`src/rtl/net_input_conditioner_pkg.sv`:
```
`default_nettype none
// ============================================================================
// Module   : net_input_conditioner_pkg
// Purpose  : Shared types and constants for the network input conditioner.
// Revision : 1.0  initial release
// ============================================================================
package net_input_conditioner_pkg;

  localparam int SAMPLE_W      = 16;
  localparam int UNPLUGGED_RAW = -32000;

  typedef logic signed [SAMPLE_W-1:0] sample_t;

  typedef enum logic [2:0] {
    IDLE   = 3'd0,
    CH0    = 3'd1,
    CH1    = 3'd2,
    CH2    = 3'd3,
    CH3    = 3'd4,
    COMMIT = 3'd5
  } in_state_t;

  // Channel handled by the shared datapath in a given state (0 outside CHi).
  function automatic logic [1:0] chan_of(input in_state_t s);
    case (s)
      CH1:     chan_of = 2'd1;
      CH2:     chan_of = 2'd2;
      CH3:     chan_of = 2'd3;
      default: chan_of = 2'd0;
    endcase
  endfunction

endpackage
`default_nettype wire

```
`src/rtl/net_input_conditioner_sync_edge_detect.sv`:
```
`default_nettype none
// ============================================================================
// Module   : net_input_conditioner_sync_edge_detect
// Purpose  : Two-flop synchroniser for an asynchronous level plus a one-cycle
//            rising-edge pulse in the clk domain.
// Revision : 1.0  initial release
// ============================================================================
module net_input_conditioner_sync_edge_detect (
  input  logic clk,
  input  logic rst,
  input  logic async_in,
  output logic rise_pulse
);

  logic sync1_q, sync1_d;
  logic sync2_q, sync2_d;
  logic prev_q,  prev_d;

  // Shift the asynchronous level through the synchroniser and history flop.
  always_comb begin
    sync1_d = async_in;
    sync2_d = sync1_q;
    prev_d  = sync2_q;
  end

  // Synchroniser and history registers.
  always_ff @(posedge clk) begin
    if (rst) begin
      sync1_q <= 1'b0;
      sync2_q <= 1'b0;
      prev_q  <= 1'b0;
    end else begin
      sync1_q <= sync1_d;
      sync2_q <= sync2_d;
      prev_q  <= prev_d;
    end
  end

  assign rise_pulse = sync2_q & ~prev_q;

endmodule
`default_nettype wire

```
`src/rtl/net_input_conditioner.sv`:
```
`default_nettype none
// ============================================================================
// Module   : net_input_conditioner
// Purpose  : Snapshots four codec samples on each synchronised sample_clk
//            rising edge, conditions them one channel per cycle through a
//            shared datapath (mask, unplugged sentinel, >>>IN_SHIFT) and
//            commits all four outputs together with a one-cycle out_strobe.
//            Edges arriving while busy are dropped and counted.
//            Optional macro NET_IN_LPF_EN adds a per-channel one-pole
//            smoother after scaling.
// Revision : 1.0  initial release
// ============================================================================
module net_input_conditioner
  import net_input_conditioner_pkg::*;
#(
  parameter int         W         = SAMPLE_W,
  parameter logic [3:0] CH_MASK   = 4'b0111,
  parameter int         UNPLUGGED = UNPLUGGED_RAW,
  parameter int         IN_SHIFT  = 2,
  parameter int         LPF_SHIFT = 3
) (
  input  logic                clk,
  input  logic                rst,
  input  logic                sample_clk,
  input  logic signed [W-1:0] sample_in0,
  input  logic signed [W-1:0] sample_in1,
  input  logic signed [W-1:0] sample_in2,
  input  logic signed [W-1:0] sample_in3,
  input  logic [7:0]          jack,
  output logic signed [W-1:0] cond_out0,
  output logic signed [W-1:0] cond_out1,
  output logic signed [W-1:0] cond_out2,
  output logic signed [W-1:0] cond_out3,
  output logic                out_strobe,
  output logic                busy,
  output logic [7:0]          overrun_cnt
);

  localparam logic signed [W-1:0] UNP_W      = W'(UNPLUGGED);
  localparam logic signed [W-1:0] UNP_SCALED = UNP_W >>> IN_SHIFT;

  logic                sample_edge;
  in_state_t           state_q, state_d;
  logic [3:0][W-1:0]   snap_q, snap_d;
  logic [3:0]          jack_q, jack_d;
  logic [2:0][W-1:0]   work_q, work_d;
  logic [3:0][W-1:0]   cond_q, cond_d;
  logic                out_strobe_q, out_strobe_d;
  logic                busy_q, busy_d;
  logic [7:0]          ovr_q, ovr_d;
  logic [1:0]          ch_idx;
  logic signed [W-1:0] ch_x;
  logic signed [W-1:0] ch_res;
  logic                unused_jack_hi;

  assign unused_jack_hi = ^jack[7:4];

  net_input_conditioner_sync_edge_detect u_sync (
    .clk       (clk),
    .rst       (rst),
    .async_in  (sample_clk),
    .rise_pulse(sample_edge)
  );

`ifdef NET_IN_LPF_EN
  logic [3:0][W-1:0]   y_q, y_d;
  logic signed [W-1:0] y_cur;
  logic signed [W:0]   lpf_diff;
  logic signed [W:0]   lpf_step;

  // Shared channel datapath: mask, sentinel, scale, then one-pole smoothing.
  always_comb begin
    ch_idx = chan_of(state_q);
    if (!CH_MASK[ch_idx])      ch_x = '0;
    else if (!jack_q[ch_idx])  ch_x = UNP_SCALED;
    else                       ch_x = $signed(snap_q[ch_idx]) >>> IN_SHIFT;
    y_cur    = $signed(y_q[ch_idx]);
    lpf_diff = {ch_x[W-1], ch_x} - {y_cur[W-1], y_cur};
    lpf_step = lpf_diff >>> LPF_SHIFT;
    // Unplugged channels jump straight to the sentinel instead of gliding.
    if (!CH_MASK[ch_idx])      ch_res = '0;
    else if (!jack_q[ch_idx])  ch_res = UNP_SCALED;
    else                       ch_res = y_cur + lpf_step[W-1:0];
    y_d = y_q;
    if (state_q inside {CH0, CH1, CH2, CH3}) y_d[ch_idx] = ch_res;
  end

  // Filter state registers.
  always_ff @(posedge clk) begin
    if (rst) y_q <= '0;
    else     y_q <= y_d;
  end
`else
  localparam int unused_lpf_shift = LPF_SHIFT;

  // Shared channel datapath: mask, unplugged sentinel, arithmetic scaling.
  always_comb begin
    ch_idx = chan_of(state_q);
    if (!CH_MASK[ch_idx])      ch_x = '0;
    else if (!jack_q[ch_idx])  ch_x = UNP_SCALED;
    else                       ch_x = $signed(snap_q[ch_idx]) >>> IN_SHIFT;
    ch_res = ch_x;
  end
`endif

  // Sequencer next-state, snapshot capture, commit and overrun counting.
  always_comb begin
    state_d      = state_q;
    snap_d       = snap_q;
    jack_d       = jack_q;
    work_d       = work_q;
    cond_d       = cond_q;
    out_strobe_d = 1'b0;
    busy_d       = busy_q;
    ovr_d        = ovr_q;
    // Any edge outside IDLE (including COMMIT) is dropped and counted.
    if (sample_edge && (state_q != IDLE) && (ovr_q != 8'hFF)) ovr_d = ovr_q + 8'd1;
    case (state_q)
      IDLE: begin
        if (sample_edge) begin
          snap_d  = {sample_in3, sample_in2, sample_in1, sample_in0};
          jack_d  = jack[3:0];
          busy_d  = 1'b1;
          state_d = CH0;
        end
      end
      CH0: begin
        work_d[0] = ch_res;
        state_d   = CH1;
      end
      CH1: begin
        work_d[1] = ch_res;
        state_d   = CH2;
      end
      CH2: begin
        work_d[2] = ch_res;
        state_d   = CH3;
      end
      CH3: begin
        // All four outputs land together so they never mix samples.
        cond_d       = {ch_res, work_q[2], work_q[1], work_q[0]};
        out_strobe_d = 1'b1;
        state_d      = COMMIT;
      end
      COMMIT: begin
        busy_d  = 1'b0;
        state_d = IDLE;
      end
      default: begin
        busy_d  = 1'b0;
        state_d = IDLE;
      end
    endcase
  end

  // Sequencer, snapshot, work and output registers.
  always_ff @(posedge clk) begin
    if (rst) begin
      state_q      <= IDLE;
      snap_q       <= '0;
      jack_q       <= '0;
      work_q       <= '0;
      cond_q       <= '0;
      out_strobe_q <= 1'b0;
      busy_q       <= 1'b0;
      ovr_q        <= '0;
    end else begin
      state_q      <= state_d;
      snap_q       <= snap_d;
      jack_q       <= jack_d;
      work_q       <= work_d;
      cond_q       <= cond_d;
      out_strobe_q <= out_strobe_d;
      busy_q       <= busy_d;
      ovr_q        <= ovr_d;
    end
  end

  assign cond_out0   = cond_q[0];
  assign cond_out1   = cond_q[1];
  assign cond_out2   = cond_q[2];
  assign cond_out3   = cond_q[3];
  assign out_strobe  = out_strobe_q;
  assign busy        = busy_q;
  assign overrun_cnt = ovr_q;

endmodule
`default_nettype wire

```
`config.mk`:
```
export PLATFORM = sky130hd
export DESIGN_NAME = net_input_conditioner
export DESIGN_NICKNAME = d
export VERILOG_FILES = /design/src/rtl/net_input_conditioner_pkg.sv /design/src/rtl/net_input_conditioner_sync_edge_detect.sv /design/src/rtl/net_input_conditioner.sv
export SDC_FILE = /design/constraint.sdc
export NUM_CORES = 1
export LEC_CHECK = 0
export CORE_MARGIN = 2
export CORE_UTILIZATION = 35
export DETAILED_ROUTE_END_ITERATION = 12
export SLEW_MARGIN = 20
export SYNTH_ARGS = -nofsm -noshare
export SYNTH_HDL_FRONTEND = slang
export SYNTH_SLANG_ARGS = --single-unit
```
`constraint.sdc`:
```
create_clock -name clk -period 2.22 [get_ports clk]
set_clock_uncertainty 0.2 [all_clocks]
set_input_delay 0.444 -clock clk [delete_from_list [all_inputs] [get_ports clk]]
set_output_delay 0.444 -clock clk [all_outputs]
set_load 0.02 [all_outputs]
```
# ---- Word-level counts from Yosys, hierarchy flattened
# Cells that the tools add are included.
dict set report op_classes {
  add_sub_neg 1
  n_mul 0
  n_div 0
  magnitude_cmp 1
  n_eq_ne 6
  n_shift 0
  n_mux 14
  bitwise 3
  reduce_logical 7
}
# operator n
set op_table {}
lappend op_table {{$mux 16} 3}
lappend op_table {{$bmux 16 s2} 1}
lappend op_table {{$pmux 3 s5} 1}
lappend op_table {{$add 8x1->8 const B} 1}
lappend op_table {{$ne 8x8->1 const B} 1}
lappend op_table {{$eq 3x2->1 const B} 2}
lappend op_table {{$pmux 2 s3} 1}
lappend op_table {{$bmux 1 s2} 2}
lappend op_table {{$mux 1} 4}
lappend op_table {{$reduce_and 2->1} 2}
lappend op_table {{$reduce_or 4->1} 1}
lappend op_table {{$eq 3x1->1 const B} 1}
lappend op_table {{$eq 3x3->1 const B} 1}
lappend op_table {{$logic_not 3->1} 1}
lappend op_table {{$lt 2x3->1 const B} 1}
lappend op_table {{$mux 3} 1}
lappend op_table {{$reduce_bool 3->1} 1}
lappend op_table {{$logic_and 1x1->1} 2}
lappend op_table {{$ne 2x2->1 const B} 1}
lappend op_table {{$not 1->1} 2}
lappend op_table {{$pmux 1 s2} 1}
lappend op_table {{$and 1x1->1} 1}
dict set report totals {
  register_bits 196
  latchBits 0
  mem_bits_rw 0
  romBits 0
  input_bits 75
  output_inout_bits 74
  elab_cells 51
  memories 0
}

# ---- Depth between registers and ports, before layout
dict set report logic_depth {
  word_depth 6
  ltp_mapped 7
  mapped_depth_nobuf 5
}

# ---- By module
# From an unflattened synthesis, not the netlist that was laid out.
dict set report unflattened {
  hier_cells 750
  area_unflattened_um2 6459.9
}
# mod n_inst cells_per_inst area_each_um2
set modules_own_cells {}
lappend modules_own_cells {net_input_conditioner 1 743 6372.4}
lappend modules_own_cells {net_input_conditioner_sync_edge_detect 1 7 87.6}

# ---- Worst setup path before layout
# Ideal clock, no wire load.
dict set report synth_path {
  path_kind {register -> register}
  start {register ovr_q[0], in the netlist overrun_cnt[0]}
  end {register ovr_q[4], in the netlist overrun_cnt[4]}
  t_arrival_ns 1.499
  setup_slack_ns 0.400
  path_stages_with_launch 5
  n_path_buf 0
  synth_period_minus_slack_ns 1.820
  path_cell_list {dfxtp_1 ha_1 nand2_1 nor4b_1 mux2_2}
}
dict set report synth_between {
  elab_chain_cells 2
}
# item line_no
set synth_lines {}
lappend synth_lines {{start, declared} net_input_conditioner.sv:50} ;# logic [7:0] ovr_q, ovr_d;
lappend synth_lines {{start signal, assigned} net_input_conditioner.sv:175} ;# ovr_q <= ovr_d;
lappend synth_lines {{branches (longest 2 deep; another with $add 8x1->8)} -}
# Parallel ways; which one is timed is not known.
# A chain may end at the register's enable or synchronous reset.

# ---- Worst setup path in the final report
dict set report layout_path {
  start {register ovr_q[3], in the netlist overrun_cnt[3]}
  end {output port overrun_cnt[3]}
}
# item line_no
set layout_lines {}
lappend layout_lines {{end, declared} net_input_conditioner.sv:36} ;# output logic [7:0] overrun_cnt
# No word-level cell between the ends.

==> impl_metrics.yaml <==
outcome:
  status: "complete, no violations"
yosys:
  synth_top_family_by_area: "simple AND/OR/NAND/NOR gates"
  synthArstFlopShare: 0
  synth_area_sq_um: 6638
  synth_area_per_cell_sq_um: 8.745
  synth_mux_area_frac: 0.02922
  synth_compound_area_frac: 0.1789
  yosysTopAreaCell: "dfxtp_1"
  synth_top_area_share: 0.5248
  ys_warn_count: 0
  syn-num-nets: 835
  syn_inst: 759
  synth_seq_area_share: 0.5248
  synth_xor_area_frac: 0.001320
  synthTopCellsByCount: "221 x nand2_1, 174 x dfxtp_1, 117 x a21oi_1"
  synth_fa_ha_area_frac: 0.001885
  yosys.cell_types.count: 45
  synth-simple-area-share: 0.2045
  synth_flop_cell: "dfxtp_1"
  synth_edf_count: 0
  synth_seq_cells: 174
  synthTopCellsByArea: "dfxtp_1 52%, nand2_1 12%, a21oi_1 8.8%"
  yosysMostFrequentCell: "nand2_1"
sta:
  rsz0062_at_grt: "false"
  slew_viol_final: 0
  tns_ns: 0
  final_min_period_over_clock_period: 0.9584
  slew_headroom: 0.4198
  timing.fmax_mhz: 470.0
  timing.final.hold_violations: 0
  worstMarginPinSlew_ns: 0.8671
  finalSetupViolCount: 0
  final.min_clock_period_ns: 2.128
placement:
  io_buffers: 136
  post-place-cells: 1088
  place_hpwl_mm: 11.64
  gp_congestion: 0.8347
pwr:
  total_power_mw: 6.658
  power.density_nw_per_um2: 766.3
  ir_drop_mv: 0.5425
  leakagePower_nw: 2.903
clock_network:
  clk_path_buf_depth: 2
  path_clk_slew_ns: 0.07
  clkLatencyLatePin_ns: 0.43
  htree_levels: 4
  cts_hold_buf: 0
  cts_tree: "done"
  cts_buffers: 17
  cts_root_buf: "clkbuf_16"
  cts.sink_count: 174
global_route:
  grt_pass1_wl_mm: 27.12
  antenna_found_initial: 0
  gr-total-overflow: 0
  grt_usage: 0.1743
  grt_pass1_vias: 5048
  grt_max_degree: 61
floorplan:
  core_area_sq_um: 18640
  initial_core_util: 0.3560
  die-area_sq_um: 20080
  placementRows: 50
  num_io_pins: 149
  die_h_um: 141.7
  die_x_um: 141.7
setup_path:
  crit_path_max_fanout: 6
  required_ns: 1.58
  crit_chain: "clkdlybuf4s50_1"
  crit_buf_inv: 1
  cp-start-kind: "register"
  crit_slowest_cell: "clkdlybuf4s50_1"
  end_kind: "primary output"
  cp_slowest_stage_delay_ns: 0.64
  critPathTopFamily: "buffers and inverters"
  path_class: "register to primary output"
  worstPathArrival_ns: 1.48
drt:
  vias_per_cell: 4.854
  vias: 5436
  drtIter0Drc: 283
  drc: 0
  dr.pass1.iters: 5
  wl_mm: 16.86
  route.antenna.remaining_nets: 0
  wl_per_cell_um: 15.05
cells_and_area:
  area_growth_pct: 30.90
  antenna_cells: 0
  final_cells: 1120
  layout-drive-gt1-share: 0.09255
  nNetsFinal: 949
min_path:
  min_path_type: "input port to register"
run:
  drv_cap: 0
## layout by cell type (no fill, tap or decap), drive strengths merged, types with 2 or more instances in the layout
cell type	instances
nand2b	5
a211oi	8
and2	16
o2bb2ai	22
o22ai	3
buf	23
clkinvlp	3
nand3	5
nand2	222
mux2i	16
nor3b	2
nor3	7
clkdlybuf4s50	134
a311oi	3
o21ai	13
nor2b	14
dfxtp	174
clkbuf	18
nor4	2
clkinv	2
bufinv	2
a221oi	11
inv	11
nor2	34
mux2	3
a31oi	4
a21oi	118
## state kept, by name, indices dropped and copies added, names as in the netlist
signal / cells
busy: 1
cond_out0: 14
cond_out1: 14
cond_out2: 14
cond_out3: 14
jack_q: 4
out_strobe: 1
overrun_cnt: 8
snap_q: 56
state_q: 3
u_sync.prev_d: 1
u_sync.prev_q: 1
u_sync.sync1_q: 1
work_q: 42
## per-layer routing
layer / track usage / wire length [um]
met5: 0 / 0
met2: 0.2598 / 7524
met1: 0.2494 / 8353
met3: 0.04050 / 754
met4: 0.05579 / 224
## kinds of logic (layout without fill, tap and decap cells)
group / after synthesis / count (layout)
multiplexers: 19 / 19
AND/OR/NAND/NOR: 313 / 313
flip-flops: 174 / 174
XOR/XNOR: 1 / 1
adder cells (fa/ha/maj): 1 / 1
AO/OA/AOI/OAI: 184 / 184
buffers and inverters: 67 / 194
## path summary, 6_finish.rpt
check | depth (start not counted) | startpoint | slack, ns | to
worst min register to register | 1 | u_sync.sync1_q$_SDFF_PP0_ | 0.25 | u_sync.prev_d$_SDFF_PP0_
worst min-delay path | 2 | rst | 0.21 | u_sync.sync1_q$_SDFF_PP0_
worst max-delay path | 1 | overrun_cnt[3]$_SDFFE_PP0P_ | 0.09 | overrun_cnt[3]
worst max register to register | 5 | state_q[2]$_SDFFE_PP0N_ | 0.24 | work_q[4]$_SDFFE_PP0P_
## final cells by class
class	instances	area (sq um)
Clock buffer	18	429.2
Clock inverter	14	153.9
Fill cell	1867	9955
Inverter	4	15.01
Multi-Input combinational cell	518	2763
Sequential cell	174	3483
Tap cell	234	292.8
Timing Repair Buffer	158	1551
## through the flow
step	utilization	instance area (sq um)	worst slack, ns	hold slack (ns)
6_report	0.4660	8688	0.09235	0.2082
5_1_grt	0.4660	8688	0.02228	0.2075
4_1_cts	0.4659	8686	0.04502	0.1883
3_5_place_dp	0.4346	8103	0.2484	0.2313
3_3_place_gp	0.4346	8103	0.2785	0.2336
2_1_floorplan	-	6638	0.3999	0.2138
## what timing repair did
item	4_1_cts	5_1_grt
endpoints found under the hold margin	0	0
buffers inserted	0	0
setup endpoints to repair	0	1
gates resized for setup	0	1
## power breakdown
group,switching (mW),total [mW],internal (mW)
registers,0.0427,3.22,3.18
clock network,1.30,2.98,1.68
logic,0.243,0.454,0.211
## worst reg2reg max path, cell delays in order (launching register included)
cell and delay [ns]:
dfxtp_1 0.48, buf_4 0.20, nor2b_1 0.07, nor2b_1 0.15, nor2_1 0.63, o2bb2ai_1 0.18
No activity file was read; power rests on OpenSTA's default activity.
